===== src/rtl/branch_pkg.sv =====
// Shared types and sizing for the branch training queue.
// Every file that carries a prediction entry imports this package.
package branch_pkg;

  localparam int N     = 7;
  localparam int DEPTH = 8;

  function automatic int count_width(input int depth);
    return $clog2(depth) + 1;
  endfunction

  localparam int CW = count_width(DEPTH);

  typedef struct packed {
    logic [N-1:0] pc;
    logic [N-1:0] history;
    logic         pred_taken;
  } entry_t;

endpackage


===== src/rtl/branch_train_queue_if.sv =====
// Predict / resolve / train channels between the predictor, the execution unit and the queue.
// The master side is the predictor and execution unit; the slave side is the queue.
interface branch_train_queue_if;
  import branch_pkg::*;

  logic         predict_valid;
  logic [N-1:0] predict_pc;
  logic         predict_taken;
  logic [N-1:0] predict_history;
  logic         predict_ready;

  logic         resolve_valid;
  logic         resolve_taken;
  logic         resolve_ready;

  logic         train_valid;
  logic         train_taken;
  logic         train_mispredicted;
  logic [N-1:0] train_history;
  logic [N-1:0] train_pc;

  logic [CW-1:0] count;

  modport master (
    output predict_valid, predict_pc, predict_taken, predict_history,
    output resolve_valid, resolve_taken,
    input  predict_ready, resolve_ready,
    input  train_valid, train_taken, train_mispredicted, train_history, train_pc,
    input  count
  );

  modport slave (
    input  predict_valid, predict_pc, predict_taken, predict_history,
    input  resolve_valid, resolve_taken,
    output predict_ready, resolve_ready,
    output train_valid, train_taken, train_mispredicted, train_history, train_pc,
    output count
  );

endinterface


===== src/rtl/branch_fifo.sv =====
// Synchronous in-order FIFO of prediction entries with a whole-queue flush.
// Full and empty come from the registered count only, so they carry no input-to-output path.
module branch_fifo
  import branch_pkg::*;
#(
  parameter int DEPTH = branch_pkg::DEPTH
) (
  input  logic                          clk,
  input  logic                          resetn,
  input  logic                          push,
  input  entry_t                        push_data,
  input  logic                          pop,
  input  logic                          flush,
  output entry_t                        head_data,
  output logic                          full,
  output logic                          empty,
  output logic [count_width(DEPTH)-1:0] count
);

  localparam int AW  = $clog2(DEPTH);
  localparam int CWL = count_width(DEPTH);

  logic [AW-1:0]  head;
  logic [AW-1:0]  tail;
  logic [CWL-1:0] count_q;
  logic           push_ok;
  logic           pop_ok;
  entry_t         mem [DEPTH];

  assign full  = (count_q == CWL'(DEPTH));
  assign empty = (count_q == '0);
  assign count = count_q;

  // A flushed cycle belongs to the wrong path, so its push must not land.
  assign push_ok = push && !full && !flush;
  assign pop_ok  = pop && !empty;

  assign head_data = mem[head];

  // Pointers wrap naturally because DEPTH is a power of two.
  always_ff @(posedge clk) begin
    // NOTE: non-blocking assignments so every register samples pre-edge values.
    if (!resetn) begin
      head    <= '0;
      tail    <= '0;
      count_q <= '0;
    end else if (flush) begin
      head    <= '0;
      tail    <= '0;
      count_q <= '0;
    end else begin
      if (push_ok) tail <= tail + 1'b1;
      if (pop_ok)  head <= head + 1'b1;
      case ({push_ok, pop_ok})
        2'b10:   count_q <= count_q + 1'b1;
        2'b01:   count_q <= count_q - 1'b1;
        default: count_q <= count_q;
      endcase
    end
  end

  // NOTE: storage is deliberately not reset; head, tail and count define which slots are live.
  always_ff @(posedge clk) begin
    if (push_ok) mem[tail] <= push_data;
  end

  property p_count_bounded;
    @(posedge clk) disable iff (!resetn) count_q <= CWL'(DEPTH);
  endproperty
  a_count_bounded: assert property (p_count_bounded);

  property p_ptr_consistent;
    @(posedge clk) disable iff (!resetn)
      (count_q != CWL'(DEPTH)) |-> (AW'(tail - head) == AW'(count_q));
  endproperty
  a_ptr_consistent: assert property (p_ptr_consistent);

endmodule


===== src/rtl/branch_train_queue.sv =====
// Tracks in-flight gshare predictions in program order and emits the registered
// training/recovery pulse when each branch resolves; a mispredict empties the queue.
module branch_train_queue
  import branch_pkg::*;
(
  input  logic                 clk,
  input  logic                 resetn,
  branch_train_queue_if.slave  bus
);

  entry_t        push_entry;
  entry_t        head_entry;
  logic          full;
  logic          empty;
  logic [CW-1:0] fifo_count;
  logic          resolve_fire;
  logic          mispredict;
  logic          flush;

  logic          train_valid_q;
  logic          train_taken_q;
  logic          train_mispredicted_q;
  logic [N-1:0]  train_history_q;
  logic [N-1:0]  train_pc_q;

  assign push_entry = '{pc:         bus.predict_pc,
                        history:    bus.predict_history,
                        pred_taken: bus.predict_taken};

  // A resolve against an empty queue has no branch to retire and is dropped.
  assign resolve_fire = bus.resolve_valid && !empty;
  assign mispredict   = bus.resolve_taken ^ head_entry.pred_taken;
  assign flush        = resolve_fire && mispredict;

  branch_fifo #(.DEPTH(DEPTH)) u_fifo (
    .clk       (clk),
    .resetn    (resetn),
    .push      (bus.predict_valid),
    .push_data (push_entry),
    .pop       (resolve_fire),
    .flush     (flush),
    .head_data (head_entry),
    .full      (full),
    .empty     (empty),
    .count     (fifo_count)
  );

  assign bus.predict_ready = !full;
  assign bus.resolve_ready = !empty;
  assign bus.count         = fifo_count;

  // Data fields only load on a resolve so they hold between pulses.
  always_ff @(posedge clk) begin
    if (!resetn) begin
      train_valid_q        <= 1'b0;
      train_taken_q        <= 1'b0;
      train_mispredicted_q <= 1'b0;
      train_history_q      <= '0;
      train_pc_q           <= '0;
    end else begin
      train_valid_q <= resolve_fire;
      if (resolve_fire) begin
        train_taken_q        <= bus.resolve_taken;
        train_mispredicted_q <= mispredict;
        train_history_q      <= head_entry.history;
        train_pc_q           <= head_entry.pc;
      end
    end
  end

  assign bus.train_valid        = train_valid_q;
  assign bus.train_taken        = train_taken_q;
  assign bus.train_mispredicted = train_mispredicted_q;
  assign bus.train_history      = train_history_q;
  assign bus.train_pc           = train_pc_q;

endmodule

===== src/flat_wrapper.sv =====
// flat-port wrapper written by rule: the top's interface ports become plain ports
module branch_train_queue_flat import branch_pkg::*;
  (clk, resetn, bus_predict_valid, bus_predict_pc, bus_predict_taken, bus_predict_history, bus_resolve_valid, bus_resolve_taken, bus_predict_ready, bus_resolve_ready, bus_train_valid, bus_train_taken, bus_train_mispredicted, bus_train_history, bus_train_pc, bus_count);
  branch_train_queue_if bus_i ();
  input  logic clk;
  input  logic resetn;
  input wire logic [$bits(bus_i.predict_valid)-1:0] bus_predict_valid;
  input wire logic [$bits(bus_i.predict_pc)-1:0] bus_predict_pc;
  input wire logic [$bits(bus_i.predict_taken)-1:0] bus_predict_taken;
  input wire logic [$bits(bus_i.predict_history)-1:0] bus_predict_history;
  input wire logic [$bits(bus_i.resolve_valid)-1:0] bus_resolve_valid;
  input wire logic [$bits(bus_i.resolve_taken)-1:0] bus_resolve_taken;
  output wire logic [$bits(bus_i.predict_ready)-1:0] bus_predict_ready;
  output wire logic [$bits(bus_i.resolve_ready)-1:0] bus_resolve_ready;
  output wire logic [$bits(bus_i.train_valid)-1:0] bus_train_valid;
  output wire logic [$bits(bus_i.train_taken)-1:0] bus_train_taken;
  output wire logic [$bits(bus_i.train_mispredicted)-1:0] bus_train_mispredicted;
  output wire logic [$bits(bus_i.train_history)-1:0] bus_train_history;
  output wire logic [$bits(bus_i.train_pc)-1:0] bus_train_pc;
  output wire logic [$bits(bus_i.count)-1:0] bus_count;
  assign bus_i.predict_valid = bus_predict_valid;
  assign bus_i.predict_pc = bus_predict_pc;
  assign bus_i.predict_taken = bus_predict_taken;
  assign bus_i.predict_history = bus_predict_history;
  assign bus_i.resolve_valid = bus_resolve_valid;
  assign bus_i.resolve_taken = bus_resolve_taken;
  assign bus_predict_ready = bus_i.predict_ready;
  assign bus_resolve_ready = bus_i.resolve_ready;
  assign bus_train_valid = bus_i.train_valid;
  assign bus_train_taken = bus_i.train_taken;
  assign bus_train_mispredicted = bus_i.train_mispredicted;
  assign bus_train_history = bus_i.train_history;
  assign bus_train_pc = bus_i.train_pc;
  assign bus_count = bus_i.count;
  branch_train_queue u_core (.clk(clk), .resetn(resetn), .bus(bus_i));
endmodule

===== config.mk =====
export PLATFORM = sky130hd
export DESIGN_NAME = branch_train_queue_flat
export DESIGN_NICKNAME = d
export VERILOG_FILES = /design/src/rtl/branch_pkg.sv /design/src/rtl/branch_train_queue_if.sv /design/src/rtl/branch_fifo.sv /design/src/rtl/branch_train_queue.sv /design/src/flat_wrapper.sv
export SDC_FILE = /design/constraint.sdc
export NUM_CORES = 1
export LEC_CHECK = 0
export CAP_MARGIN = 25
export CORE_MARGIN = 1.5
export CORE_UTILIZATION = 50
export DETAILED_ROUTE_END_ITERATION = 6
export PLACE_DENSITY_LB_ADDON = 0.08
export RECOVER_POWER = 50
export SLEW_MARGIN = 0
export SYNTH_ARGS = -nofsm -noshare
export SYNTH_HDL_FRONTEND = slang
export SYNTH_SLANG_ARGS = --single-unit

===== constraint.sdc =====
create_clock -name clk -period 7.4 [get_ports clk]
set_input_delay 1.11 -clock clk [delete_from_list [all_inputs] [get_ports clk]]
set_output_delay 1.11 -clock clk [all_outputs]
set_load 0.1 [all_outputs]

==> run metrics <==
status complete, no violations; ys async rst share 0%; Buffers & Inverters on Critical Path 2; drt pass-1 iters 4; Yosys warning count 0; worst-path cell chain dlygate4sd3_1 -> nand2_1 -> inv_1 -> nand2_1 -> mux2_1 -> nand3_4 -> ha_1 -> xor2_1 -> ha_1 -> a21oi_1 -> xor2_1 -> nor2_1 -> xnor2_1 -> nor2_1; routing usage on met1 23.0%; die area 12,200 um^2; net switching power 0.971 mW; relative max-transition margin 23.4%; Post-synth top flop edfxtp_1; Yosys top cell by area edfxtp_1; worst reg-to-reg setup slack 3710 ps; gr busiest metal met2; top-count cell post-synth edfxtp_1; post-synth net total 335; top post-synthesis cells by count edfxtp_1, dfxtp_1, mux4_2; CP Capture Type register; num rows 39; Final Hold Fails 0; H-Tree Depth 4; clock skew 3.92 ps; CTS max path bufs 2; Fmax 0.236 GHz; Critical Path Fanout Max 36; Die Y 111 um; CP Launch Type primary input; EDFF count, synth 120; cell area after synthesis 5790 um^2; fraction of layout cells with a size suffix above 1 21.0%; Synth cell types 33; Logic pwr share 31.2%; Avg WL per Cell 19.6 um; Worst-Margin Slew 1150 ps; area delta synth->final 21.6%; post-route DRC violation count 0; first-pass GRT wire length 16,600 um; CTS Hold Bufs 0; clock slew at reported path FFs 60 ps; # Post-CTS Setup Buffers 0; WP data arrival 4520 ps; maximum VDD drop 363 uV; cells after synthesis 310; register area share after synthesis 72.6%; CTS Sinks 150; DP Wirelength 6170 um; RSZ-0062 raised after global routing false; vias 2,834; WP data required 7690 ps; IO buf count 42; top post-synthesis cells by area edfxtp_1, mux4_2, dfxtp_1; final number of max-transition violations 0; pwr dens 402 nW/um^2; number of vias per cell 5.45; M2 GR Usage 30.5%; Post-Place Worst Slack 3330 ps; CP max-delay cell inv_1; 1st-iter DRT viols 161; Hold Crit Class register to register; vias in the first global route 3,086; IO Count 43; Synth top area share 62.2%; Clock Latency Late Sink 410 ps; Core ar. 11,400 um^2; Die X 111 um; CTS tree done; final setup fails 0; final setup margin 3170 ps; Nets 389; Max-Cap Viols 0; hold slack 479 ps; antenna violations before repair 0; Root Buffer clkbuf_16; CTS buffer count 17; starting density of the core 50.9%; clock share of power 30.6%; PostCTS Resize Cnt 0; syn_area_per_cell 18.7 um^2; GR Util All Layers 18.3%; grt met3 use 3.73%; Final min period 4240 ps; Cell Int Power 1.86 mW; sw frac 34.3%; total gr overflow 0; relative contribution of sequential cells to total power 38.2%; largest net degree at the start of global routing 37; Antenna Diode Count 0; Synth Register Bits 150; Crit Path Class primary input to register; period utilization 57.2%; CP peak stage delay 850 ps; final antenna-violating net count 0; WL final 10,200 um; Final Wtd Congestion 0.747; Worst path top cell family by delay buffers and inverters; TNS Setup 0 ps; Pleak 2.42 nW
-- layout by cell type, fill, tap and decap left out, types with 3 or more instances in the layout --
cell type        synthesis  routed
a21oi_1                  4       4
buf_4                    2      10
clkbuf_16                0      18
clkbuf_8                 0       5
clkdlybuf4s50_1          0      26
dfxtp_1                 30      28
dlygate4sd3_1            0      16
edfxtp_1               120     120
ha_1                     5       5
mux2i_1                 19      19
mux4_2                  29      29
nand2_1                 25      26
nand3_1                  3       3
nor2_1                  12      12
o211a_1                 14      14
xnor2_1                  3       3
xor2_1                   6       6
-- worst register-to-register path, cell delays in order, from the launching register on --
cell and delay (ps):
dfxtp_1 470, nor3_2 90, nand2b_1 100, nand2_1 110, inv_1 850, nand2_1 200
mux2_1 420, nand3_4 210, ha_1 290, xor2_1 100, ha_1 180, a21oi_1 150
xor2_1 150, nor2_1 60, xnor2_1 130, nor2_1 50
-- final cells by class --
| class | count | area, um^2 |
|---|---|---|
| fillers | 857 | 4330 |
| flip-flops and latches | 150 | 4210 |
| multi-input cells | 141 | 1520 |
| clock buffers | 25 | 527 |
| repair buffers | 53 | 510 |
| well taps | 143 | 179 |
| clock inverters | 7 | 88.8 |
| inverters | 1 | 3.75 |
-- per-layer routing --
| layer | vias up | share of wire, % |
|---|---|---|
| met5 | - | 0 |
| met4 | 0 | 1.8 |
| met3 | 14 | 2.8 |
| met2 | 52 | 51 |
| met1 | 1435 | 44 |
| li1 | 1333 | - |
-- flip-flops by register name, summed over array words and instances (netlist names), named ones only --
signal and cells:
u_core.u_fifo.mem 120, u_core.bus.train_history 7, u_core.bus.train_pc 7, u_core.u_fifo.count 4, u_core.u_fifo.head 3, u_core.u_fifo.tail 3
u_core.bus.train_mispredicted 1, u_core.bus.train_taken 1, u_core.bus.train_valid 1
-- cells by family (layout without fill, tap and decap cells) --
family	count (synthesis)	count (layout)	share of synthesized area [%]
flip-flops	150	150	72.6
AND/OR/NAND/NOR	56	56	5.10
multiplexers	49	49	14.8
AO/OA/AOI/OAI	22	22	3.24
buffers and inverters	19	86	1.79
XOR/XNOR	9	9	1.36
adder cells (fa/ha/maj)	5	5	1.08
-- path summary, 6_finish.rpt --
| kind | cells after the start | end | from |
|---|---|---|---|
| setup / recovery | 14 | u_core.u_fifo.count[2] | bus_resolve_valid |
| setup reg to reg | 15 | u_core.u_fifo.count[2] | u_core.u_fifo.count[0] |
| hold reg to reg | 2 | register | u_core.u_fifo.head[1] |
| hold / removal | 2 | register | u_core.u_fifo.head[1] |
-- per-stage QoR --
| step | total power, mW | std cells | util [%] | instance area (um^2) |
|---|---|---|---|---|
| 2_1_floorplan | 1.79 | 310 | - | 5790 |
| 3_3_place_gp | 1.98 | 487 | 56.4 | 6410 |
| 3_5_place_dp | 1.99 | 488 | 56.6 | 6430 |
| 4_1_cts | 2.86 | 520 | 62.0 | 7050 |
| 5_1_grt | 2.94 | 520 | 61.9 | 7040 |
| 6_report | 2.83 | 520 | 61.9 | 7040 |
-- power by group through the flow --
stage	Clock (mW)	Sequential [mW]	Combinational (mW)
floorplan	0	1.39	0.402
global placement	0	1.10	0.886
detailed placement	0	1.10	0.892
CTS	0.884	1.08	0.897
global route	0.918	1.09	0.931
finish	0.866	1.08	0.881
(Power assumes the default switching activity.)
